**config.mk**
```make
export PLATFORM = sky130hd
export DESIGN_NAME = light_phase_scheduler
export DESIGN_NICKNAME = d
export VERILOG_FILES = /design/src/rtl/light_phase_scheduler.sv
export SDC_FILE = /design/constraint.sdc
export NUM_CORES = 1
export LEC_CHECK = 0
export CORE_MARGIN = 2
export CORE_UTILIZATION = 50
export CTS_CLUSTER_DIAMETER = 100
export DETAILED_ROUTE_END_ITERATION = 16
export GPL_TIMING_DRIVEN = 0
export HOLD_SLACK_MARGIN = 0.12
export PLACE_DENSITY = 0.72
export SLEW_MARGIN = 20
export SYNTH_ARGS = -nofsm -noshare
export SYNTH_HDL_FRONTEND = slang
export SYNTH_SLANG_ARGS = --single-unit
```
**constraint.sdc**
```tcl
create_clock -name clock -period 5.6 [get_ports clock]
set_clock_uncertainty 0.15 [all_clocks]
set_input_delay 1.68 -clock clock [delete_from_list [all_inputs] [get_ports clock]]
set_output_delay 1.68 -clock clock [all_outputs]
set_load 0.01 [all_outputs]
```
**src/rtl/light_phase_scheduler.sv**
```systemverilog
// Highway/country intersection phase sequencer with tick-counted dwells and emergency all-red override.
// Lamp outputs are registered from next state (change on the state edge); no backpressure, input-driven only.
module light_phase_scheduler #(
   parameter int CNT_W           = 8,
   parameter int Y2R_DLY         = 3,
   parameter int R2G_DLY         = 2,
   parameter int MIN_HWY_GREEN   = 10,
   parameter int MAX_CNTRY_GREEN = 20
) (
   input  logic       clock,
   input  logic       clear_n,
   input  logic       tick,
   input  logic       x,
   input  logic       emerg,
   output logic [1:0] hwy,
   output logic [1:0] cntry,
   output logic [2:0] phase,
   output logic       changed
);

   typedef enum logic [2:0] {
      HG  = 3'd0,
      HY  = 3'd1,
      AR1 = 3'd2,
      CG  = 3'd3,
      CY  = 3'd4,
      AR2 = 3'd5
   } state_t;

   localparam logic [1:0] LAMP_RED = 2'b01;
   localparam logic [1:0] LAMP_YEL = 2'b10;
   localparam logic [1:0] LAMP_GRN = 2'b11;

   localparam logic [CNT_W-1:0] Y2R_C = CNT_W'(Y2R_DLY);
   localparam logic [CNT_W-1:0] R2G_C = CNT_W'(R2G_DLY);
   localparam logic [CNT_W-1:0] MIN_C = CNT_W'(MIN_HWY_GREEN);
   localparam logic [CNT_W-1:0] MAX_C = CNT_W'(MAX_CNTRY_GREEN);

   state_t           state_q, state_d;
   logic [CNT_W-1:0] cnt_q, cnt_d;
   logic [CNT_W-1:0] cnt_inc;
   logic [1:0]       hwy_d, cntry_d;

   assign cnt_inc = cnt_q + {{(CNT_W-1){1'b0}}, 1'b1};

   always_comb begin
      state_d = state_q;
      cnt_d   = cnt_q;
      case (state_q)
         HG: begin
            if (emerg) begin
               state_d = HY;
               cnt_d   = '0;
            end else if (tick) begin
               if (x && (cnt_q >= MIN_C)) begin
                  state_d = HY;
                  cnt_d   = '0;
               end else if (cnt_q < MIN_C) begin
                  cnt_d = cnt_inc;
               end
            end
         end
         HY: begin
            if (tick) begin
               if (cnt_inc == Y2R_C) begin
                  state_d = AR1;
                  cnt_d   = '0;
               end else begin
                  cnt_d = cnt_inc;
               end
            end
         end
         AR1: begin
            // Held at zero so the full all-red dwell runs once emerg drops.
            if (emerg) begin
               cnt_d = '0;
            end else if (tick) begin
               if (cnt_inc == R2G_C) begin
                  state_d = CG;
                  cnt_d   = '0;
               end else begin
                  cnt_d = cnt_inc;
               end
            end
         end
         CG: begin
            if (emerg) begin
               state_d = CY;
               cnt_d   = '0;
            end else if (tick) begin
               if (!x || (cnt_inc == MAX_C)) begin
                  state_d = CY;
                  cnt_d   = '0;
               end else begin
                  cnt_d = cnt_inc;
               end
            end
         end
         CY: begin
            if (tick) begin
               if (cnt_inc == Y2R_C) begin
                  state_d = AR2;
                  cnt_d   = '0;
               end else begin
                  cnt_d = cnt_inc;
               end
            end
         end
         AR2: begin
            if (emerg) begin
               cnt_d = '0;
            end else if (tick) begin
               if (cnt_inc == R2G_C) begin
                  state_d = HG;
                  cnt_d   = '0;
               end else begin
                  cnt_d = cnt_inc;
               end
            end
         end
         default: begin
            state_d = HG;
            cnt_d   = '0;
         end
      endcase
   end

   always_comb begin
      hwy_d   = LAMP_GRN;
      cntry_d = LAMP_RED;
      case (state_d)
         HG:  begin hwy_d = LAMP_GRN; cntry_d = LAMP_RED; end
         HY:  begin hwy_d = LAMP_YEL; cntry_d = LAMP_RED; end
         AR1: begin hwy_d = LAMP_RED; cntry_d = LAMP_RED; end
         CG:  begin hwy_d = LAMP_RED; cntry_d = LAMP_GRN; end
         CY:  begin hwy_d = LAMP_RED; cntry_d = LAMP_YEL; end
         AR2: begin hwy_d = LAMP_RED; cntry_d = LAMP_RED; end
         default: begin hwy_d = LAMP_GRN; cntry_d = LAMP_RED; end
      endcase
   end

   always_ff @(posedge clock or negedge clear_n) begin
      if (!clear_n) begin
         state_q <= HG;
         cnt_q   <= '0;
         hwy     <= LAMP_GRN;
         cntry   <= LAMP_RED;
         phase   <= 3'd0;
         changed <= 1'b0;
      end else begin
         state_q <= state_d;
         cnt_q   <= cnt_d;
         hwy     <= hwy_d;
         cntry   <= cntry_d;
         phase   <= state_d;
         changed <= (state_d != state_q);
      end
   end

endmodule

```
Word-level counts from Yosys, hierarchy flattened
Cells that the tools add are included.
Storage, ports and cells
  bits in registers: 16
  bits in latches: 0
  bits in writable memories: 0
  ROM bits: 0
  input port bits: 5
  output and inout port bits: 8
  logic and storage cells: 67
  memories kept: 0
Operators by class
  add/subtract/negate cells: 1
  multipliers: 0
  divide/modulo/power cells: 0
  magnitude comparators: 2
  equal/unequal tests: 19
  shift-type cells: 0
  muxes and demuxes: 32
  bitwise logic cells: 0
  reduce and logical (&&, ||, !) cells: 8
Operator list (count)
  $mux W8: 12
  $mux W3: 16
  $pmux W8 S4: 1
  $pmux W3 S6: 1
  $eq A8 B2 Y1 const B: 2
  $eq A3 B2 Y1 const B: 4
  $eq A3 B3 Y1 const B: 4
  $add A8 B1 Y8 const B: 1
  $eq A8 B5 Y1 const B: 1
  $ge A8 B4 Y1 const B: 1
  $lt A8 B4 Y1 const B: 1
  $pmux W2 S2: 2
  $eq A3 B1 Y1 const B: 2
  $ne A3 B3 Y1 const B: 2
  $reduce_and A5 Y1: 1
  $ne A4 B4 Y1 const B: 1
  $reduce_or A2 Y1: 2
  $reduce_or A4 Y1: 1
  $logic_not A3 Y1: 1
  $ne A3 B1 Y1 const B: 1
  $ne A3 B3 Y1: 1
  $ne A2 B1 Y1 const B: 1
  $logic_and A1 B1 Y1: 1
  $logic_not A1 Y1: 1
  $logic_or A1 B1 Y1: 1

Logic depth before layout (Yosys ltp)
Gate-level depths: netlist (run 1).
  word-level depth: 10
  depth in mapped cells: 9
  depth with buffers taken out: 9

Worst setup path before layout (run 1)
OpenSTA, ideal clock, no wires.
  path kind: in2reg
  from: input emerg
  to: register cnt_q[3]
  library setup time: 0.134 ns
  data arrival time: 3.173 ns
  data required time: 5.316 ns
  setup slack: 2.143 ns
  stages on the path: 9
  buffers on the path: 2
  cells stage by stage: clkbuf_1 -> nor2_1 -> nand2_1 -> a211o_1 -> a221oi_1 -> clkbuf_1 -> nor3_1 -> a21oi_1 -> o21ai_0
On the way
  cells in the longest elaborated chain, start to end: 2
  elaborated cells between the ends (all ways): 9
  classes of those cells: eq/ne (4); mux (4); reduce/logical (1)
RTL lines
  start, declared: line 14  | input logic emerg,
  $ne A4 B4 Y1 (no source line) (tied with other cells)
  $reduce_and A5 Y1 (no source line) or $pmux W8 S4 (tied branches)
  end signal, assigned: line 152  | cnt_q <= cnt_d;
  end, declared: line 40  | logic [CNT_W-1:0] cnt_q, cnt_d;
Several ways; a longest one is shown, not always the timed one.
A chain may end at the register's enable or synchronous reset.

Final worst setup path (run 1)
  from: input x
  to: register cnt_q[3]
On the way
  cells in the longest elaborated chain, start to end: 6
  elaborated cells between the ends (all ways): 12
  classes of those cells: eq/ne (1); mux (7); reduce/logical (4)
RTL lines
  start, declared: line 13  | input logic x,
  $logic_not A1 Y1: line 91  | if (!x || (cnt_inc == MAX_C)) begin
  $logic_or A1 B1 Y1: line 91
  $mux W8: line 91
  $mux W8: line 90  | end else if (tick) begin
  $mux W8: line 87  | if (emerg) begin
  $pmux W8 S4: line 49  | case (state_q)
Several ways; a longest one is shown, not always the timed one. The select of a mux whose other input is x is not followed.

==> tab_implementation.tex, run 1 <==
\begin{tabular}{lr}
\hline
Metric & Value \\
\hline
\multicolumn{2}{l}{\textbf{Critical path}} \\
Data required, critical path & roughly 5600 ps \\
Slowest-stage cell, CP & a221oi\_1 \\
Largest stage delay on the critical path & about 520 ps \\
Critical path arrival & between 3000 and 4000 ps \\
Chain of cells forming the critical path & clkdlybuf4s50\_1 > a211o\_1 > a221oi\_1 > clkbuf\_1 > nor3\_1 > a21oi\_1 > o21ai\_0 \\
Kind of critical path & input port to register \\
Endpoint class of the critical path & register \\
Element type at the critical path start & input port \\
Largest fanout of any net on the critical path & 10 \\
\multicolumn{2}{l}{\textbf{Placed design}} \\
Placed Instance Area & roughly 1300 sq um \\
Number of port buffers & 10 \\
Total half-perimeter wirelength after legalization and detailed placement & just under 2000 um \\
Final Wtd Congestion & between 0.9 and 1 \\
\multicolumn{2}{l}{\textbf{Power}} \\
Total power of the final layout & $\sim$630 uW \\
Worst VDD drop & 0.000304 V \\
Internal power & between 300 and 400 uW \\
Sw Share & 44.5\% \\
Switching power summed over all nets & $\sim$280 uW \\
Clock network fraction of design power & a little over a tenth \\
Combinational fraction of design power & approximately 61\% \\
Fraction of power consumed by sequential logic & just under 30\% \\
Leakage & between 0.0005 and 0.0006 uW \\
Pwr dens & approximately 470 nW/um\^{}2 \\
\multicolumn{2}{l}{\textbf{Drt}} \\
Post-DRT Antenna Nets & 0 \\
Number of vias after detailed routing & between 1000 and 1500 \\
Iteration-0 DRC Markers & 46 \\
Via density per instance & between 5 and 6 \\
Total length of routed wires & between 2000 and 3000 um \\
Wire per inst & 14.1 um \\
DRC violations left & 0 \\
Initial DRT Pass Iterations & 4 \\
\multicolumn{2}{l}{\textbf{Global route}} \\
Number of antenna violations at the first check in global routing & 0 \\
Number of global-route vias before repair & 993 \\
Global-route wire length before repair & approximately 4400 um \\
Total grt overflow & 0 \\
Pin count of the biggest net entering global routing & 17 \\
Global routing usage summed across all routing layers & 21.5\% \\
\multicolumn{2}{l}{\textbf{STA}} \\
Transition time at the pin with the least slew margin & roughly 730 ps \\
Setup violators final & 0 \\
Share of the cycle needed by the critical path after routing & approximately 64\% \\
Maximum clock rate & around 280 MHz \\
Min Tclk post-route & approximately 3600 ps \\
Unrepaired setup endpoints after global routing & no \\
Pins Over Slew Limit & 0 \\
Max-slew headroom & 51.2\% \\
TNS Setup & 0 ps \\
Number of failing hold endpoints at the final stage & 0 \\
\multicolumn{2}{l}{\textbf{Cells and area}} \\
Flip-flop and latch area & just over 400 sq um \\
Total Nets Final & between 150 and 200 \\
Most common library cell in the layout ignoring fill and taps & nand2\_1 \\
Area used by multi-input combinational logic & around 740 sq um \\
Area of all placed cells without fillers & between 1000 and 1500 sq um \\
Fillers & between 150 and 200 \\
Area Overhead vs Synth & 13.5\% \\
Proportion of layout cells with a drive suffix above 1 & 11.8\% \\
Diode count & 0 \\
Commonest cells after routing, fill and taps aside & nand2\_1, nor2\_1, o21ai\_0, dfrtp\_1, clkdlybuf4s50\_1 \\
\multicolumn{2}{l}{\textbf{Synth}} \\
Number of distinct library cells after synthesis & 42 \\
Register bit count reported by yosys & 16 \\
Netlist area before placement & 1190 sq um \\
Count of warnings emitted by yosys & 0 \\
Proportion of synthesized chip area in sequential cells & between 30\% and 40\% \\
Synth Net Count & 156 \\
Mapped Cells & $\sim$150 \\
Synthesized area divided by synthesized cell count & a little over 8 sq um \\
\multicolumn{2}{l}{\textbf{CTS}} \\
Number of buffers on the longest clock path & 2 \\
CTS root buf & clkbuf\_4 \\
Clock H-tree levels & 1 \\
CTS hold repair buffers & 0 \\
CTS tree & yes \\
Sink Count & 16 \\
Total CTS buffers & 3 \\
Buffers inserted during post-CTS setup optimization & 0 \\
Insertion delay to the later sink of the worst-skew pair & between 200 and 300 ps \\
Post\_cts resized & 0 \\
Reg clk slew, reported paths & $\sim$100 ps \\
\multicolumn{2}{l}{\textbf{Die}} \\
Core Footprint & between 2000 and 2500 sq um \\
Number of ports placed on the die boundary & 13 \\
Chip Height & about 53 um \\
Starting Density & $\sim$53\% \\
Total number of placement rows & 17 \\
Die span in x & 52.8 um \\
Total die area & between 2000 and 3000 sq um \\
\multicolumn{2}{l}{\textbf{Min path}} \\
Hold Crit Class & register to register \\
\multicolumn{2}{l}{\textbf{Status}} \\
Result of the run & finished, final reports clean \\
\multicolumn{2}{l}{\textbf{Run}} \\
Max-Cap Viols & 0 \\
\hline
\end{tabular}
==> final cells by class <==
class	count	area share (%)
Multi-Input combinational cell	118	54.3
Inverter	5	1.39
Tap cell	28	2.59
Timing Repair Buffer	10	7.39
Sequential cell	16	29.9
Buffer	8	2.50
Clock buffer	4	1.94
==> final timing paths <==
check,from,to,slack [ps],depth (start not counted)
setup / recovery,x,cnt_q[3],2040,7
hold / removal,cnt_q[5],cnt_q[5],440,1
setup reg to reg,cnt_q[1],state_q[0],2770,8
hold reg to reg,cnt_q[5],cnt_q[5],440,1
max in group asynchronous,clear_n,state_q[1],3170,1
min in group asynchronous,clear_n,cnt_q[5],1660,1
==> per-layer routing <==
metal / wire [um] / track usage [%]
met4: 32 / 6.84
met5: 0 / 0
met3: 114 / 2.86
met1: 1300 / 32.3
met2: 1210 / 31.5
==> per-stage QoR <==
| step | utilization, % | setup WS, ps | instances | hold slack (ps) |
|---|---|---|---|---|
| final | 60.6 | 2040 | 189 | 444 |
| after CTS | 60.6 | 2030 | 189 | 443 |
| after global placement | 59.4 | 1790 | 185 | 407 |
| after detailed placement | 59.4 | 1720 | 185 | 424 |
| after floorplan | - | 2140 | 147 | 358 |
| after global routing | 60.6 | 1880 | 189 | 479 |
==> power groups by stage <==
| stage | combinational, uW | sequential, uW | clock (uW) |
|---|---|---|---|
| detailed placement | 378 | 185 | 0 |
| global route | 425 | 188 | 73.7 |
| floorplan | 260 | 192 | 0 |
| CTS | 379 | 183 | 67.4 |
| global placement | 372 | 183 | 0 |
| finish | 383 | 183 | 65.4 |
==> worst max-delay path: cells and delay by family <==
family / cells / cell delay (ps)
compound gates: 4 / 960
simple gates: 1 / 80
buf+inv: 2 / 850
==> state kept, by name, indices dropped and copies added, names as in the netlist <==
signal   cells
changed      1
cnt_q        8
cntry        2
hwy          2
state_q      3
==> cells by family (layout without fill, tap and decap cells) <==
family | count (synthesis) | in the layout | synth area share [%]
xor+xnor | 1 | 1 | 0.735
buf+inv | 13 | 27 | 4.41
flops | 16 | 16 | 33.9
compound gates | 50 | 50 | 29.1
fa+ha+maj | 4 | 4 | 4.20
simple gates | 63 | 63 | 27.7
==> Yosys cell counts <==
master | number | share of area [%]
a2bb2oi_4 | 1 | 2.2
and3_4 | 1 | 0.94
o21a_1 | 2 | 1.3
nand3_1 | 5 | 2.1
and3_1 | 1 | 0.52
a22o_1 | 1 | 0.73
buf_2 | 3 | 1.3
nor3_1 | 5 | 2.1
o22ai_1 | 1 | 0.52
a221o_1 | 1 | 0.84
or3_4 | 1 | 0.94
o311a_1 | 1 | 0.84
nand2b_1 | 4 | 2.1
a21oi_1 | 9 | 3.8
nor2b_1 | 1 | 0.52
o21ai_1 | 1 | 0.42
a211o_1 | 2 | 1.5
nand4_1 | 3 | 1.6
a41oi_1 | 1 | 0.73
inv_1 | 5 | 1.6
a211oi_1 | 2 | 1.3
or4_1 | 1 | 0.63
xnor2_1 | 1 | 0.73
nor4_1 | 1 | 0.52
a31oi_1 | 2 | 1.0
a221oi_1 | 1 | 0.73
o41ai_1 | 2 | 1.5
nor2_1 | 14 | 4.4
nand2_1 | 15 | 4.7
or3_1 | 3 | 1.6
ha_1 | 4 | 4.2
o31ai_1 | 2 | 1.3
nor2_4 | 1 | 0.94
or2_2 | 5 | 2.6
and2_4 | 1 | 0.73
a21o_1 | 5 | 3.1
clkbuf_1 | 5 | 1.6
nor4b_1 | 1 | 0.73
a21boi_0 | 3 | 1.9
dfrtp_1 | 13 | 27
dfstp_2 | 3 | 6.6
o21ai_0 | 13 | 5.5
No activity file was read; power rests on OpenSTA's default activity.
==> run 2, diff against run 1 <==
==> constraint.sdc (replaced) <==
create_clock -name clock -period 3.34 [get_ports clock]
set_clock_uncertainty 0.15 [all_clocks]
set_input_delay 1.002 -clock clock [delete_from_list [all_inputs] [get_ports clock]]
set_output_delay 1.002 -clock clock [all_outputs]
set_load 0.01 [all_outputs]
==> results of run 2 <==
The final DEF is identical to that of run 1. Status: finished, final reports clean.
Among the figures that moved: setup slack after placement 1720 ps -> 136 ps; setup slack after layout 2040 ps -> 461 ps; register-to-register setup slack 2770 ps -> 510 ps; total power 631 uW -> 1060 uW; worst IR drop on VDD 0.000304 V -> 0.000510 V
